===== src/rtl/fan_mode_ctrl.sv =====
// Fan controller scheduler: fixed-priority press arbitration, OFF/RUN/TIMED FSM, countdown timer, PWM drive.
// Optional macro FAN_SOFTSTART_EN ramps the effective PWM duty after each power-on.
module fan_mode_ctrl #(
  parameter int PWM_W    = 4,
  parameter int DUTY1    = 5,
  parameter int DUTY2    = 10,
  parameter int DUTY3    = 15,
  parameter int TMR_W    = 8,
  parameter int TMR_STEP = 30,
  parameter int TMR_MAX  = 120
) (
  input  logic             clk,
  input  logic             reset,
  input  logic             tick_1s,
  input  logic             press_pwr,
  input  logic             press_tmr,
  input  logic             press_up,
  input  logic             press_dn,
  output logic [1:0]       state,
  output logic             fan_on,
  output logic [1:0]       speed,
  output logic [TMR_W-1:0] timer_left,
  output logic             pwm_out,
  output logic             drop_evt
);
  typedef enum logic [1:0] {S_OFF = 2'd0, S_RUN = 2'd1, S_TIMED = 2'd2, S_BAD = 2'd3} st_e;

  localparam logic [TMR_W-1:0] T_ONE  = TMR_W'(1);
  localparam logic [TMR_W-1:0] T_STEP = TMR_W'(TMR_STEP);
  localparam logic [TMR_W-1:0] T_MAX  = TMR_W'(TMR_MAX);
  localparam logic [TMR_W:0]   STEP_X = (TMR_W+1)'(TMR_STEP);
  localparam logic [TMR_W:0]   MAX_X  = (TMR_W+1)'(TMR_MAX);
  localparam logic [PWM_W:0]   D1 = (PWM_W+1)'(DUTY1);
  localparam logic [PWM_W:0]   D2 = (PWM_W+1)'(DUTY2);
  localparam logic [PWM_W:0]   D3 = (PWM_W+1)'(DUTY3);

  st_e              st_q, st_d;
  logic [1:0]       spd_d, spd_up, spd_dn;
  logic [TMR_W-1:0] tmr_d;
  logic [TMR_W:0]   tmr_sum;
  logic             drop_d, fan_d, multi;
  logic             a_pwr, a_tmr, a_up, a_dn;
  logic [PWM_W-1:0] cnt_q;
  logic [PWM_W:0]   duty, cmp_duty;

  // Fixed priority pwr > tmr > up > dn; losers are simply discarded.
  assign a_pwr = press_pwr;
  assign a_tmr = press_tmr & ~press_pwr;
  assign a_up  = press_up  & ~press_pwr & ~press_tmr;
  assign a_dn  = press_dn  & ~press_pwr & ~press_tmr & ~press_up;
  assign multi = (press_pwr & (press_tmr | press_up | press_dn)) |
                 (press_tmr & (press_up | press_dn)) | (press_up & press_dn);

  assign spd_up  = (speed == 2'd3) ? 2'd3 : speed + 2'd1;
  assign spd_dn  = (speed <= 2'd1) ? 2'd1 : speed - 2'd1;
  assign tmr_sum = {1'b0, timer_left} + STEP_X;

  always_comb begin
    st_d   = st_q;
    spd_d  = speed;
    tmr_d  = timer_left;
    drop_d = multi;
    case (st_q)
      S_OFF: begin
        // In OFF only pwr matters, so only a collision with pwr counts as a drop.
        drop_d = press_pwr & (press_tmr | press_up | press_dn);
        if (a_pwr) begin
          st_d  = S_RUN;
          spd_d = 2'd1;
          tmr_d = '0;
        end
      end
      S_RUN: begin
        if (a_pwr) begin
          st_d  = S_OFF;
          spd_d = 2'd0;
          tmr_d = '0;
        end else if (a_tmr) begin
          st_d  = S_TIMED;
          tmr_d = T_STEP;
        end else if (a_up) spd_d = spd_up;
        else if (a_dn)     spd_d = spd_dn;
      end
      S_TIMED: begin
        if (a_pwr) begin
          st_d  = S_OFF;
          spd_d = 2'd0;
          tmr_d = '0;
        end else if (a_tmr) begin
          if (timer_left == T_MAX) begin
            st_d  = S_RUN;
            tmr_d = '0;
          end else begin
            tmr_d = (tmr_sum > MAX_X) ? T_MAX : tmr_sum[TMR_W-1:0];
          end
        end else begin
          // up/dn and a coincident tick are both applied; expiry overrides speed.
          if (a_up)      spd_d = spd_up;
          else if (a_dn) spd_d = spd_dn;
          if (tick_1s) begin
            if (timer_left > T_ONE) tmr_d = timer_left - T_ONE;
            else begin
              st_d  = S_OFF;
              spd_d = 2'd0;
              tmr_d = '0;
            end
          end
        end
      end
      default: begin
        st_d   = S_OFF;
        spd_d  = 2'd0;
        tmr_d  = '0;
        drop_d = 1'b0;
      end
    endcase
  end

  assign fan_d = (st_d == S_RUN) || (st_d == S_TIMED);

  always_ff @(posedge clk or negedge reset) begin
    if (!reset) begin
      st_q       <= S_OFF;
      fan_on     <= 1'b0;
      speed      <= 2'd0;
      timer_left <= '0;
      drop_evt   <= 1'b0;
    end else begin
      st_q       <= st_d;
      fan_on     <= fan_d;
      speed      <= spd_d;
      timer_left <= tmr_d;
      drop_evt   <= drop_d;
    end
  end

  assign state = st_q;

  always_comb begin
    case (speed)
      2'd1:    duty = D1;
      2'd2:    duty = D2;
      2'd3:    duty = D3;
      default: duty = '0;
    endcase
  end

`ifdef FAN_SOFTSTART_EN
  logic [PWM_W:0] eff_q;

  // Ramp one step per PWM period after power-on; follow speed decreases at once.
  always_ff @(posedge clk or negedge reset) begin
    if (!reset) eff_q <= '0;
    else if (st_q == S_OFF) eff_q <= (st_d == S_RUN) ? (PWM_W+1)'(1) : '0;
    else if (eff_q > duty) eff_q <= duty;
    else if ((&cnt_q) && (eff_q < duty)) eff_q <= eff_q + (PWM_W+1)'(1);
  end

  assign cmp_duty = eff_q;
`else
  assign cmp_duty = duty;
`endif

  always_ff @(posedge clk or negedge reset) begin
    if (!reset) begin
      cnt_q   <= '0;
      pwm_out <= 1'b0;
    end else begin
      cnt_q   <= cnt_q + PWM_W'(1);
      pwm_out <= fan_on && ({1'b0, cnt_q} < cmp_duty);
    end
  end
endmodule


===== config.mk =====
export PLATFORM = sky130hd
export DESIGN_NAME = fan_mode_ctrl
export DESIGN_NICKNAME = d
export VERILOG_FILES = /design/src/rtl/fan_mode_ctrl.sv
export SDC_FILE = /design/constraint.sdc
export NUM_CORES = 1
export LEC_CHECK = 0
export CORE_ASPECT_RATIO = 1.4
export CORE_MARGIN = 2
export CORE_UTILIZATION = 55
export CTS_BUF_LIST = sky130_fd_sc_hd__clkbuf_8 sky130_fd_sc_hd__clkbuf_16
export CTS_CLUSTER_SIZE = 10
export DETAILED_ROUTE_END_ITERATION = 10
export GPL_ROUTABILITY_DRIVEN = 0
export PLACE_DENSITY = 0.85
export SYNTH_ARGS = -nofsm -noshare
export SYNTH_HDL_FRONTEND = slang
export SYNTH_SLANG_ARGS = --single-unit

===== constraint.sdc =====
create_clock -name clk -period 2.29 [get_ports clk]
set_input_delay 0.3435 -clock clk [delete_from_list [all_inputs] [get_ports clk]]
set_output_delay 0.3435 -clock clk [all_outputs]
set_load 0.05 [all_outputs]

==> impl_results.md <==
- Pre-Repair DR Iteration Count: 4
- Antenna diode count: 0
- Worst Path Buf+Inv: 1
- Pre-CTS setup slack: 0.0595 ns
- Crit-path leading delay family: simple AND/OR/NAND/NOR gates
- Area leader, netlist: sky130_fd_sc_hd__dfrtp_1
- Post-Place Cell Area: 0.00192 mm2
- Post-CTS Hold Fix Bufs: 0
- Drt total wl: 4270 um
- Synth Warn #: 0
- Status: finished clean
- Worst-path maximum fanout: 6
- Port bufs: 21
- Tightest Pin Transition: 0.507 ns
- Library cells used by synthesis: 55
- Horizontal die dimension: 50.2 um
- Hold Slack: 0.432 ns
- Library cell contributing the largest single delay on the critical path: sky130_fd_sc_hd__dfrtp_1
- Headroom to the max-slew limit: 66.1%
- Antenna-violating nets left: 0
- Vias after detailed routing: 1,576
- Via count of the first global-routing pass: 1,541
- Crit path time final: 2.13 ns
- Clock latency of the later-clocked register in the worst-skew pair: 0.26 ns
- Most frequently used cell type in the post-synthesis netlist: sky130_fd_sc_hd__dfrtp_1
- P_leak: 0.815 nW
- Clk sink count: 19
- Detail-routed via count per cell: 6.20
- Layout Cell Area excl Fill: 0.00197 mm2
- Syn_area_per_cell: 8.58 um2
- Layout filler cell count: 221
- Most used routing layer in global routing: met2
- Min-delay worst type: in2async
- Max Transition Viols Final: 0
- Met3 Usage GRT: 3.45%
- Final Hold Fails: 0
- Average wire length per cell after detail routing: 16.8 um
- H-tree depth: 1
- Delay of the slowest critical-path stage: 0.46 ns
- Nets in the synthesized netlist: 212
- Most frequent cells after synthesis: sky130_fd_sc_hd__dfrtp_1 (19), sky130_fd_sc_hd__a21oi_1 (15), sky130_fd_sc_hd__inv_1 (14), sky130_fd_sc_hd__nand2_1 (14), sky130_fd_sc_hd__ha_1 (13)
- Cells after synthesis: 192
- Overall power of the completed layout: 2.47 mW
- CTS Buf Count: 3
- Fin worst setup slack: 0.162 ns
- Clock Tree Buf Depth: 2
- Post-synthesis sequential area ratio: 28.9%
- CTS root buf: sky130_fd_sc_hd__clkbuf_8
- Global Route met1 Usage: 27.4%
- Effective utilization at floorplan: 57.8%
- Total global routing track utilization: 26.1%
- Die H: 68.7 um
- Fraction of post-synthesis cell area in the top cell type by area: 28.9%
- Maxcap violations: 0
- Met2 routing resource usage after global routing: 51.0%
- Final setup skew: 0.00552 ns
- CP Capture Type: flop
- Std-Cell Rows: 23
- Area delta synth->final: 19.9%
- Ports: 22
- Maximum number of pins on one net before global-route repair: 20
- Power density relative to cell area: 1250 mW/mm2
- Series of cell instances along the critical path: inv_1 -> ha_1 -> or3b_1 -> a21oi_1 -> nand2b_1 -> o21ai_1 -> o31ai_1
- Post-Place Cells: 250
- Initial DRC count: 52
- Post-route insts no fill: 254
- Number of remaining DRC errors: 0
- RSZ-0062 raised after global routing: no
- Arrival @ worst endpoint: 2.29 ns
- VDD IR max: 0.930 mV
- Final sum of negative setup slack: 0 ns
- Biggest area contributors in the synthesized netlist: sky130_fd_sc_hd__dfrtp_1 (29%), sky130_fd_sc_hd__ha_1 (9.9%), sky130_fd_sc_hd__a21oi_1 (4.6%)
- Core ar.: 0.00285 mm2
- Total standard cell area after synthesis: 0.00165 mm2
- Share of flip-flops with an asynchronous set or reset after synthesis: 100%
- Required time reported for the critical path endpoint: 2.45 ns
- HPWL after detailed placement: 3270 um
- Category of the most critical setup path: reg2reg
- Share of post-route cells with drive strength above 1: 12.0%
- Flip-flop and latch count after synthesis: 19
- EDFF count, synth: 0
- Register clock-pin slew on the reported worst setup and hold paths: 0.08 ns
- Floorplan die area: 0.00345 mm2
- Fin crit share: 92.9%
- Launching element type of the critical path: flop
- CTS tree: yes
- Global-route wire length before repair: 6920 um
- Layout Nets: 238
- Dominant synthesized flop cell: sky130_fd_sc_hd__dfrtp_1
- Final setup fails: 0
- Number of antenna violations at the first check in global routing: 0
- GR Overflow Total: 0
- Highest achievable clock rate: 470 MHz
- Share of the core filled with cells: 69.3%
[report_power, final]
group          switching (mW)  total (mW)  leakage [nW]  internal (mW)
clock network           0.120       0.241        0.0255          0.121
registers               0.114       0.535         0.251          0.421
logic                    1.07        1.69         0.538          0.619
total                    1.30        2.47         0.815           1.16
[cells in the final DEF (no fill, tap or decap), drive strengths merged, types with 6 or more instances in the layout]
master         Yosys  layout
a21oi             15      15
buf                5      10
clkdlybuf4s50      0      21
dfrtp             19      19
ha                13      13
inv               15      15
nand2             14      14
nor2              13      13
nor3               6       6
o21ai             11      11
[routing by layer]
layer  vias to the layer above  share of wire, %  wire, um
li1                        746                 -         -
met1                       758                37      1600
met2                        60                55      2360
met3                        12               4.8       204
met4                         0               2.5       107
met5                         -                 0         0
[cells by family after synthesis]
| group | after synthesis | share of synthesized area (%) |
|---|---|---|
| flops | 19 | 28.9 |
| xor+xnor | 5 | 2.66 |
| mux | 3 | 1.82 |
| compound gates | 56 | 24.8 |
| buf+inv | 25 | 7.07 |
| simple gates | 70 | 24.3 |
| fa+ha+maj | 14 | 10.5 |
[worst paths after layout]
kind	cells after the start	startpoint	endpoint	slack (ns)
min in group clk	1	cnt_q[0]	cnt_q[0]	0.48
min reg2reg	1	cnt_q[0]	cnt_q[0]	0.48
max	7	timer_left[2]	timer_left[1]	0.16
max reg2reg	7	timer_left[2]	timer_left[1]	0.16
max in group asynchronous	2	reset	cnt_q[1]	1.64
min	2	reset	state[0]	0.43
[state kept, by name (all words and copies together) (netlist names)]
| register | flops |
|---|---|
| speed | 2 |
| pwm_out | 1 |
| state | 2 |
| timer_left | 8 |
| drop_evt | 1 |
| fan_on | 1 |
| cnt_q | 4 |
[timing repair]
action / CTS / global route
buffers inserted: 0 / 0
hold endpoints to repair: 0 / 0
gates resized for setup: 0 / 2
endpoints found under the setup margin: 0 / 1
[layout make-up]
class	count	area (um2)	area share, %
clock inverters	1	5.00	0.253
flip-flops and latches	19	475	24.1
clock buffers	3	41.3	2.09
repair buffers	31	285	14.4
well taps	37	46.3	2.34
multi-input cells	148	1060	53.9
inverters	15	56.3	2.85
No activity file was read; power rests on OpenSTA's default activity.
